==> src/rtl/ram_arbiter_if.sv <==
// Bus bundle for ram_arbiter: two requesting masters on one side and a single
// Wishbone-style RAM port on the other.
// slave modport  : the arbiter's view (takes master requests, drives the RAM).
// master modport : the environment's view (masters plus RAM model).
interface ram_arbiter_if;
  logic        pinM0CycleStrobe;
  logic        pinM1CycleStrobe;
  logic        pinM0WriteEnable;
  logic        pinM1WriteEnable;
  logic [31:0] pinM0Address;
  logic [31:0] pinM1Address;
  logic [31:0] pinM0WriteData;
  logic [31:0] pinM1WriteData;
  logic [31:0] pinM0ReadData;
  logic [31:0] pinM1ReadData;
  logic        pinM0Ack;
  logic        pinM1Ack;
  logic        pinWbCycleStrobe;
  logic        pinWbWriteEnable;
  logic [31:0] pinWbAddress;
  logic [31:0] pinWbWriteData;
  logic [31:0] pinWbReadData;
  logic        pinWbAck;

  modport slave (
    input  pinM0CycleStrobe, pinM1CycleStrobe,
    input  pinM0WriteEnable, pinM1WriteEnable,
    input  pinM0Address, pinM1Address,
    input  pinM0WriteData, pinM1WriteData,
    output pinM0ReadData, pinM1ReadData,
    output pinM0Ack, pinM1Ack,
    output pinWbCycleStrobe, pinWbWriteEnable,
    output pinWbAddress, pinWbWriteData,
    input  pinWbReadData, pinWbAck
  );

  modport master (
    output pinM0CycleStrobe, pinM1CycleStrobe,
    output pinM0WriteEnable, pinM1WriteEnable,
    output pinM0Address, pinM1Address,
    output pinM0WriteData, pinM1WriteData,
    input  pinM0ReadData, pinM1ReadData,
    input  pinM0Ack, pinM1Ack,
    input  pinWbCycleStrobe, pinWbWriteEnable,
    input  pinWbAddress, pinWbWriteData,
    output pinWbReadData, pinWbAck
  );
endinterface

==> src/rtl/ram_arbiter.sv <==
// Two-master round-robin arbiter in front of a single RAM port.
// A grant is registered (IDLE arbitration cycle first), then the owner's bus
// fields pass straight through to the RAM until ack or strobe drop.
// Ties go to the master that did not own the previous grant.
// Optional feature: define RAM_ARBITER_TIMEOUT_EN to add a grant watchdog that
// terminates a stuck RAM cycle with a forced ack and a sticky pinTimeoutFlag.
module ram_arbiter #(
  parameter int TIMEOUT_WIDTH = 8
) (
  input  logic          pinClock,
  input  logic          pinReset,
  ram_arbiter_if.slave  bus,
  output logic          pinTimeoutFlag
);

  typedef enum logic [1:0] {
    IDLE   = 2'd0,
    GRANT0 = 2'd1,
    GRANT1 = 2'd2
  } arbState;

  arbState                  state;
  arbState                  nextState;
  logic                     lastOwner;
  logic                     nextLastOwner;
  logic                     ownerStrobe;
  logic                     timeoutExpire;
  logic [TIMEOUT_WIDTH-1:0] timeoutCount;

  assign ownerStrobe = (state == GRANT0) ? bus.pinM0CycleStrobe :
                       (state == GRANT1) ? bus.pinM1CycleStrobe : 1'b0;

  // Expiry happens in the grant cycle whose count is all ones (the entry
  // cycle has count 0); a real ack or a withdrawn request takes precedence.
  assign timeoutExpire = ownerStrobe && !bus.pinWbAck && (&timeoutCount);

  assign bus.pinM0ReadData = bus.pinWbReadData;
  assign bus.pinM1ReadData = bus.pinWbReadData;

`ifdef RAM_ARBITER_TIMEOUT_EN
  // Watchdog: held at zero while idle, counts every grant cycle without ack
  always_ff @(posedge pinClock or posedge pinReset) begin
    if (pinReset) begin
      timeoutCount <= '0;
    end else if (state == IDLE) begin
      timeoutCount <= '0;
    end else if (!bus.pinWbAck) begin
      timeoutCount <= timeoutCount + 1'b1;
    end
  end

  // Sticky error flag, cleared only by reset
  always_ff @(posedge pinClock or posedge pinReset) begin
    if (pinReset) begin
      pinTimeoutFlag <= 1'b0;
    end else if (timeoutExpire) begin
      pinTimeoutFlag <= 1'b1;
    end
  end
`else
  assign timeoutCount   = '0;
  assign pinTimeoutFlag = 1'b0;
`endif

  // State and round-robin history register
  always_ff @(posedge pinClock or posedge pinReset) begin
    if (pinReset) begin
      state     <= IDLE;
      lastOwner <= 1'b1;
    end else begin
      state     <= nextState;
      lastOwner <= nextLastOwner;
    end
  end

  // Arbitration, grant release and RAM/master routing
  always_comb begin
    nextState            = state;
    nextLastOwner        = lastOwner;
    bus.pinWbCycleStrobe = 1'b0;
    bus.pinWbWriteEnable = 1'b0;
    bus.pinWbAddress     = 32'h0;
    bus.pinWbWriteData   = 32'h0;
    bus.pinM0Ack         = 1'b0;
    bus.pinM1Ack         = 1'b0;

    case (state)
      IDLE: begin
        if (bus.pinM0CycleStrobe && bus.pinM1CycleStrobe) begin
          nextState = lastOwner ? GRANT0 : GRANT1;
        end else if (bus.pinM0CycleStrobe) begin
          nextState = GRANT0;
        end else if (bus.pinM1CycleStrobe) begin
          nextState = GRANT1;
        end
      end

      GRANT0: begin
        bus.pinWbCycleStrobe = bus.pinM0CycleStrobe && !timeoutExpire;
        bus.pinWbWriteEnable = bus.pinM0WriteEnable;
        bus.pinWbAddress     = bus.pinM0Address;
        bus.pinWbWriteData   = bus.pinM0WriteData;
        bus.pinM0Ack         = bus.pinWbAck || timeoutExpire;
        if (bus.pinWbAck || !bus.pinM0CycleStrobe || timeoutExpire) begin
          nextState     = IDLE;
          nextLastOwner = 1'b0;
        end
      end

      GRANT1: begin
        bus.pinWbCycleStrobe = bus.pinM1CycleStrobe && !timeoutExpire;
        bus.pinWbWriteEnable = bus.pinM1WriteEnable;
        bus.pinWbAddress     = bus.pinM1Address;
        bus.pinWbWriteData   = bus.pinM1WriteData;
        bus.pinM1Ack         = bus.pinWbAck || timeoutExpire;
        if (bus.pinWbAck || !bus.pinM1CycleStrobe || timeoutExpire) begin
          nextState     = IDLE;
          nextLastOwner = 1'b1;
        end
      end

      default: begin
        nextState = IDLE;
      end
    endcase
  end

endmodule

==> src/flat_wrapper.sv <==
// flat-port wrapper written by rule: the top's interface ports become plain ports
module ram_arbiter_flat 
#(
  parameter int TIMEOUT_WIDTH = 8
)
  (pinClock, pinReset, pinTimeoutFlag, bus_pinM0CycleStrobe, bus_pinM1CycleStrobe, bus_pinM0WriteEnable, bus_pinM1WriteEnable, bus_pinM0Address, bus_pinM1Address, bus_pinM0WriteData, bus_pinM1WriteData, bus_pinM0ReadData, bus_pinM1ReadData, bus_pinM0Ack, bus_pinM1Ack, bus_pinWbCycleStrobe, bus_pinWbWriteEnable, bus_pinWbAddress, bus_pinWbWriteData, bus_pinWbReadData, bus_pinWbAck);
  ram_arbiter_if bus_i ();
  input  logic pinClock;
  input  logic pinReset;
  output logic pinTimeoutFlag;
  input wire logic [$bits(bus_i.pinM0CycleStrobe)-1:0] bus_pinM0CycleStrobe;
  input wire logic [$bits(bus_i.pinM1CycleStrobe)-1:0] bus_pinM1CycleStrobe;
  input wire logic [$bits(bus_i.pinM0WriteEnable)-1:0] bus_pinM0WriteEnable;
  input wire logic [$bits(bus_i.pinM1WriteEnable)-1:0] bus_pinM1WriteEnable;
  input wire logic [$bits(bus_i.pinM0Address)-1:0] bus_pinM0Address;
  input wire logic [$bits(bus_i.pinM1Address)-1:0] bus_pinM1Address;
  input wire logic [$bits(bus_i.pinM0WriteData)-1:0] bus_pinM0WriteData;
  input wire logic [$bits(bus_i.pinM1WriteData)-1:0] bus_pinM1WriteData;
  output wire logic [$bits(bus_i.pinM0ReadData)-1:0] bus_pinM0ReadData;
  output wire logic [$bits(bus_i.pinM1ReadData)-1:0] bus_pinM1ReadData;
  output wire logic [$bits(bus_i.pinM0Ack)-1:0] bus_pinM0Ack;
  output wire logic [$bits(bus_i.pinM1Ack)-1:0] bus_pinM1Ack;
  output wire logic [$bits(bus_i.pinWbCycleStrobe)-1:0] bus_pinWbCycleStrobe;
  output wire logic [$bits(bus_i.pinWbWriteEnable)-1:0] bus_pinWbWriteEnable;
  output wire logic [$bits(bus_i.pinWbAddress)-1:0] bus_pinWbAddress;
  output wire logic [$bits(bus_i.pinWbWriteData)-1:0] bus_pinWbWriteData;
  input wire logic [$bits(bus_i.pinWbReadData)-1:0] bus_pinWbReadData;
  input wire logic [$bits(bus_i.pinWbAck)-1:0] bus_pinWbAck;
  assign bus_i.pinM0CycleStrobe = bus_pinM0CycleStrobe;
  assign bus_i.pinM1CycleStrobe = bus_pinM1CycleStrobe;
  assign bus_i.pinM0WriteEnable = bus_pinM0WriteEnable;
  assign bus_i.pinM1WriteEnable = bus_pinM1WriteEnable;
  assign bus_i.pinM0Address = bus_pinM0Address;
  assign bus_i.pinM1Address = bus_pinM1Address;
  assign bus_i.pinM0WriteData = bus_pinM0WriteData;
  assign bus_i.pinM1WriteData = bus_pinM1WriteData;
  assign bus_pinM0ReadData = bus_i.pinM0ReadData;
  assign bus_pinM1ReadData = bus_i.pinM1ReadData;
  assign bus_pinM0Ack = bus_i.pinM0Ack;
  assign bus_pinM1Ack = bus_i.pinM1Ack;
  assign bus_pinWbCycleStrobe = bus_i.pinWbCycleStrobe;
  assign bus_pinWbWriteEnable = bus_i.pinWbWriteEnable;
  assign bus_pinWbAddress = bus_i.pinWbAddress;
  assign bus_pinWbWriteData = bus_i.pinWbWriteData;
  assign bus_i.pinWbReadData = bus_pinWbReadData;
  assign bus_i.pinWbAck = bus_pinWbAck;
  ram_arbiter #(.TIMEOUT_WIDTH(TIMEOUT_WIDTH)) u_core (.pinClock(pinClock), .pinReset(pinReset), .bus(bus_i), .pinTimeoutFlag(pinTimeoutFlag));
endmodule
==> config.mk <==
export PLATFORM = sky130hd
export DESIGN_NAME = ram_arbiter_flat
export DESIGN_NICKNAME = d
export VERILOG_FILES = /design/src/rtl/ram_arbiter_if.sv /design/src/rtl/ram_arbiter.sv /design/src/flat_wrapper.sv
export SDC_FILE = /design/constraint.sdc
export NUM_CORES = 1
export LEC_CHECK = 0
export CAP_MARGIN = 0
export CORE_AREA = 2 2 116 118
export DETAILED_ROUTE_END_ITERATION = 8
export DIE_AREA = 0 0 118 120
export HOLD_SLACK_MARGIN = 0.02
export PLACE_DENSITY = 0.55
export SYNTH_ARGS = -nofsm -noshare
export SYNTH_HDL_FRONTEND = slang
export SYNTH_SLANG_ARGS = --single-unit
export TNS_END_PERCENT = 50
==> constraint.sdc <==
create_clock -name pinClock -period 2.25 [get_ports pinClock]
set_input_delay 0.3375 -clock pinClock [delete_from_list [all_inputs] [get_ports pinClock]]
set_output_delay 0.3375 -clock pinClock [all_outputs]
set_load 0.005 [all_outputs]
==> impl_metrics.ini <==
[outcome]
outcome = completed

[detailed_routing]
vias_per_cell = 4.00
drc_errors = 0
ant_nets = 0
routed_wl_um = 8670
wl_per_cell_um = 15.5
firstDrtPassIters = 4
drt_iter0_markers = 54
vias = 2234

[logic_synthesis]
yosysWarnings = 0
avgSynthCellArea_um2 = 7.29
ys.flop_type = dfrtp_1
synth_fa_ha_area_share_pct = 2.80
synthXorXnorAreaFrac_pct = 0
synth_mux_area_share_pct = 0.841
yosys.area_share.simple_pct = 24.2
synth-edff-count = 0
yosysSeqAreaShare_pct = 4.27
netlist_area_mm2 = 0.00179
syn_inst = 245
async_flop_share_pct = 100
syn_nets = 416
synth_compound_area_share_pct = 31.7
synth_top_family_by_area = buffers and inverters
post_synth_num_cell_types = 19
synth_seq_cells = 3

[floorplanning]
die_y_um = 120
ios = 300
num_rows = 42
die_w_um = 118
initial_core_util_pct = 13.8
dieArea_mm2 = 0.0142
core_area_mm2 = 0.0130

[worst_setup_path]
reg2reg_to = u_core.lastOwner$_DFFE_PP1P_
rrSetupSlack_ns = 0.56
reg2reg_from = u_core.state[0]$_DFFE_PP0P_
crit_path_max_fanout = 33
critical_path_required_ns = 1.91
startpoint_type = register
worstSetupPathType = reg -> out
critical_path.endpoint_type = output pin
rr_worst_depth = 7
crit_arrival_ns = 1.89
crit_end = bus_pinWbAddress[27]
crit_path_start = u_core.state[1]$_DFFE_PP0P_

[clock_tree]
clkTransAtPathRegs_ns = 0.03
cts_buffer_depth = 2
cts_tree = done
cts_buffers = 3
insertion_delay_ns = 0.23
cts_num_sinks = 3
htree_levels = 1
cts-root-buf = clkbuf_16

[placement]
port-buffer-count = 202
dp_hpwl_um = 5970
place_inst = 544
routabilityCongestion = 0.751

[global_routing]
busiest_layer = met2
antenna_found_initial = 0
grtUsageMet2_pct = 21.8
grt_pass1_wl_um = 12500
grt_overflow = 0
track_usage_pct = 11.0
met3_usage_pct = 2.90
grt_pass1_vias = 2380
use_met1_pct = 11.1
grt_max_degree = 35

[final_layout]
diodes = 0
seq_area_um2 = 76.3
multi_input_area_mm2 = 0.00112
drive_gt1_share_pct = 9.42
fin_nets = 554
syn2layout_area_growth_pct = 118
final_cells = 558
fill_cells = 1381
final_util_pct = 30.0

[power]
ir_worst_vdd_v = 0.000555
finalPower_mw = 3.81
powerDensity_mw_per_mm2 = 977
total_leakage_power_nw = 1.96

[timing]
setup_viol = 0
rsz0062_at_grt = yes
fin_crit_ns = 2.23
drv_slew = 0
fin_tns_setup_ns = 0
fin_worst_skew_ns = 0.00163
fin_crit_sh_pct = 99.0
timing_hold_violations_final = 0
hold_slack_ns = 0.291
fmax_mhz = 449

[hold_path]
worst_hold_path_type = in -> async

[job]
cap_violations = 0
[sequential cells by signal, indices dropped and copies added (netlist names)]
register / flops
u_core.state: 2
u_core.lastOwner: 1
[metrics by stage]
stage / setup WS (ns) / instance area [um^2]
global route: -0.0515 / 3900
finish: 0.0228 / 3900
detailed placement: 0.136 / 3530
CTS: -0.000528 / 3740
floorplan: 0.658 / 1790
global placement: 0.179 / 3530
[area by class of cell]
cell class | count | share of cell area [%]
repair buffers | 220 | 61.0
flip-flops and latches | 3 | 1.96
clock buffers | 4 | 2.02
inverters | 5 | 0.482
multi-input cells | 150 | 28.9
well taps | 176 | 5.65
[worst max-delay path: stages (launching register included)]
cell and delay (ns):
dfrtp_1 0.39, inv_2 0.08, ha_4 0.32, buf_16 0.18, nor2b_1 0.15, clkdlybuf4s50_1 0.52
[worst min path at each step]
stage	from	to	slack, ns	depth (start not counted)
3_3_place_gp	u_core.state[0]$_DFFE_PP0P_	u_core.state[0]$_DFFE_PP0P_	0.52	1
2_1_floorplan	pinReset	u_core.state[0]$_DFFE_PP0P_	0.09	1
6_report	pinReset	u_core.state[0]$_DFFE_PP0P_	0.29	2
3_5_place_dp	u_core.state[0]$_DFFE_PP0P_	u_core.state[0]$_DFFE_PP0P_	0.52	1
4_1_cts	pinReset	u_core.state[0]$_DFFE_PP0P_	0.30	2
5_1_grt	pinReset	u_core.state[0]$_DFFE_PP0P_	0.31	2
[power breakdown]
group | switching, mW | internal, mW
combinational | 1.44 | 1.97
clock | 0.0522 | 0.234
sequential | 0.0217 | 0.0835
[cell families after synthesis]
group	count (synthesis)
other cells	1
simple gates	70
buf+inv	92
compound gates	74
fa+ha+maj	4
flops	3
mux	1
[what timing repair did]
| action | CTS | global route |
|---|---|---|
| hold buffers | 0 | 0 |
| setup buffers | 3 | 2 |
| pin swaps | 2 | 2 |
| endpoints found under the setup margin | 66 | 46 |
| cloned | 3 | 2 |
| gates resized for setup | 32 | 38 |
[cell usage after synthesis (all sizes together), types with 2 or more instances]
master | number | area share (%)
buf | 81 | 34
a22oi | 67 | 29
nor2b | 66 | 23
clkbuf | 6 | 1.3
inv | 5 | 1.1
ha | 4 | 2.8
o21ai | 3 | 1.1
and2 | 2 | 0.70
dfrtp | 2 | 2.8
nand2 | 2 | 0.42
o22ai | 2 | 0.70
o2bb2ai | 2 | 0.98
[cell usage in the layout (no fill, tap or decap)]
master           count
o21ai_0              2
clkdlybuf4s50_1    148
o22ai_1              2
buf_12               5
clkbuf_16            5
nand2_1              2
buf_16               3
dlygate4sd2_1       20
clkbuf_1             1
ha_4                 3
conb_1               1
inv_1                3
a22oi_1             64
o21ai_2              1
nor2b_1             62
a22oi_2              2
dlymetal6s2s_1      34
inv_2                2
dfrtp_1              2
a22oi_4              1
buf_4                7
mux2_4               1
and2_1               2
buf_6                1
o2bb2ai_1            2
nor2b_2              4
dfstp_2              1
ha_1                 1
[layer usage]
metal	vias up	share of wire (%)
met3	20	8.0
met4	0	1.9
met2	126	52
met1	1022	38
li1	1066	-
met5	-	0
Power figures use the tool's default switching activity.
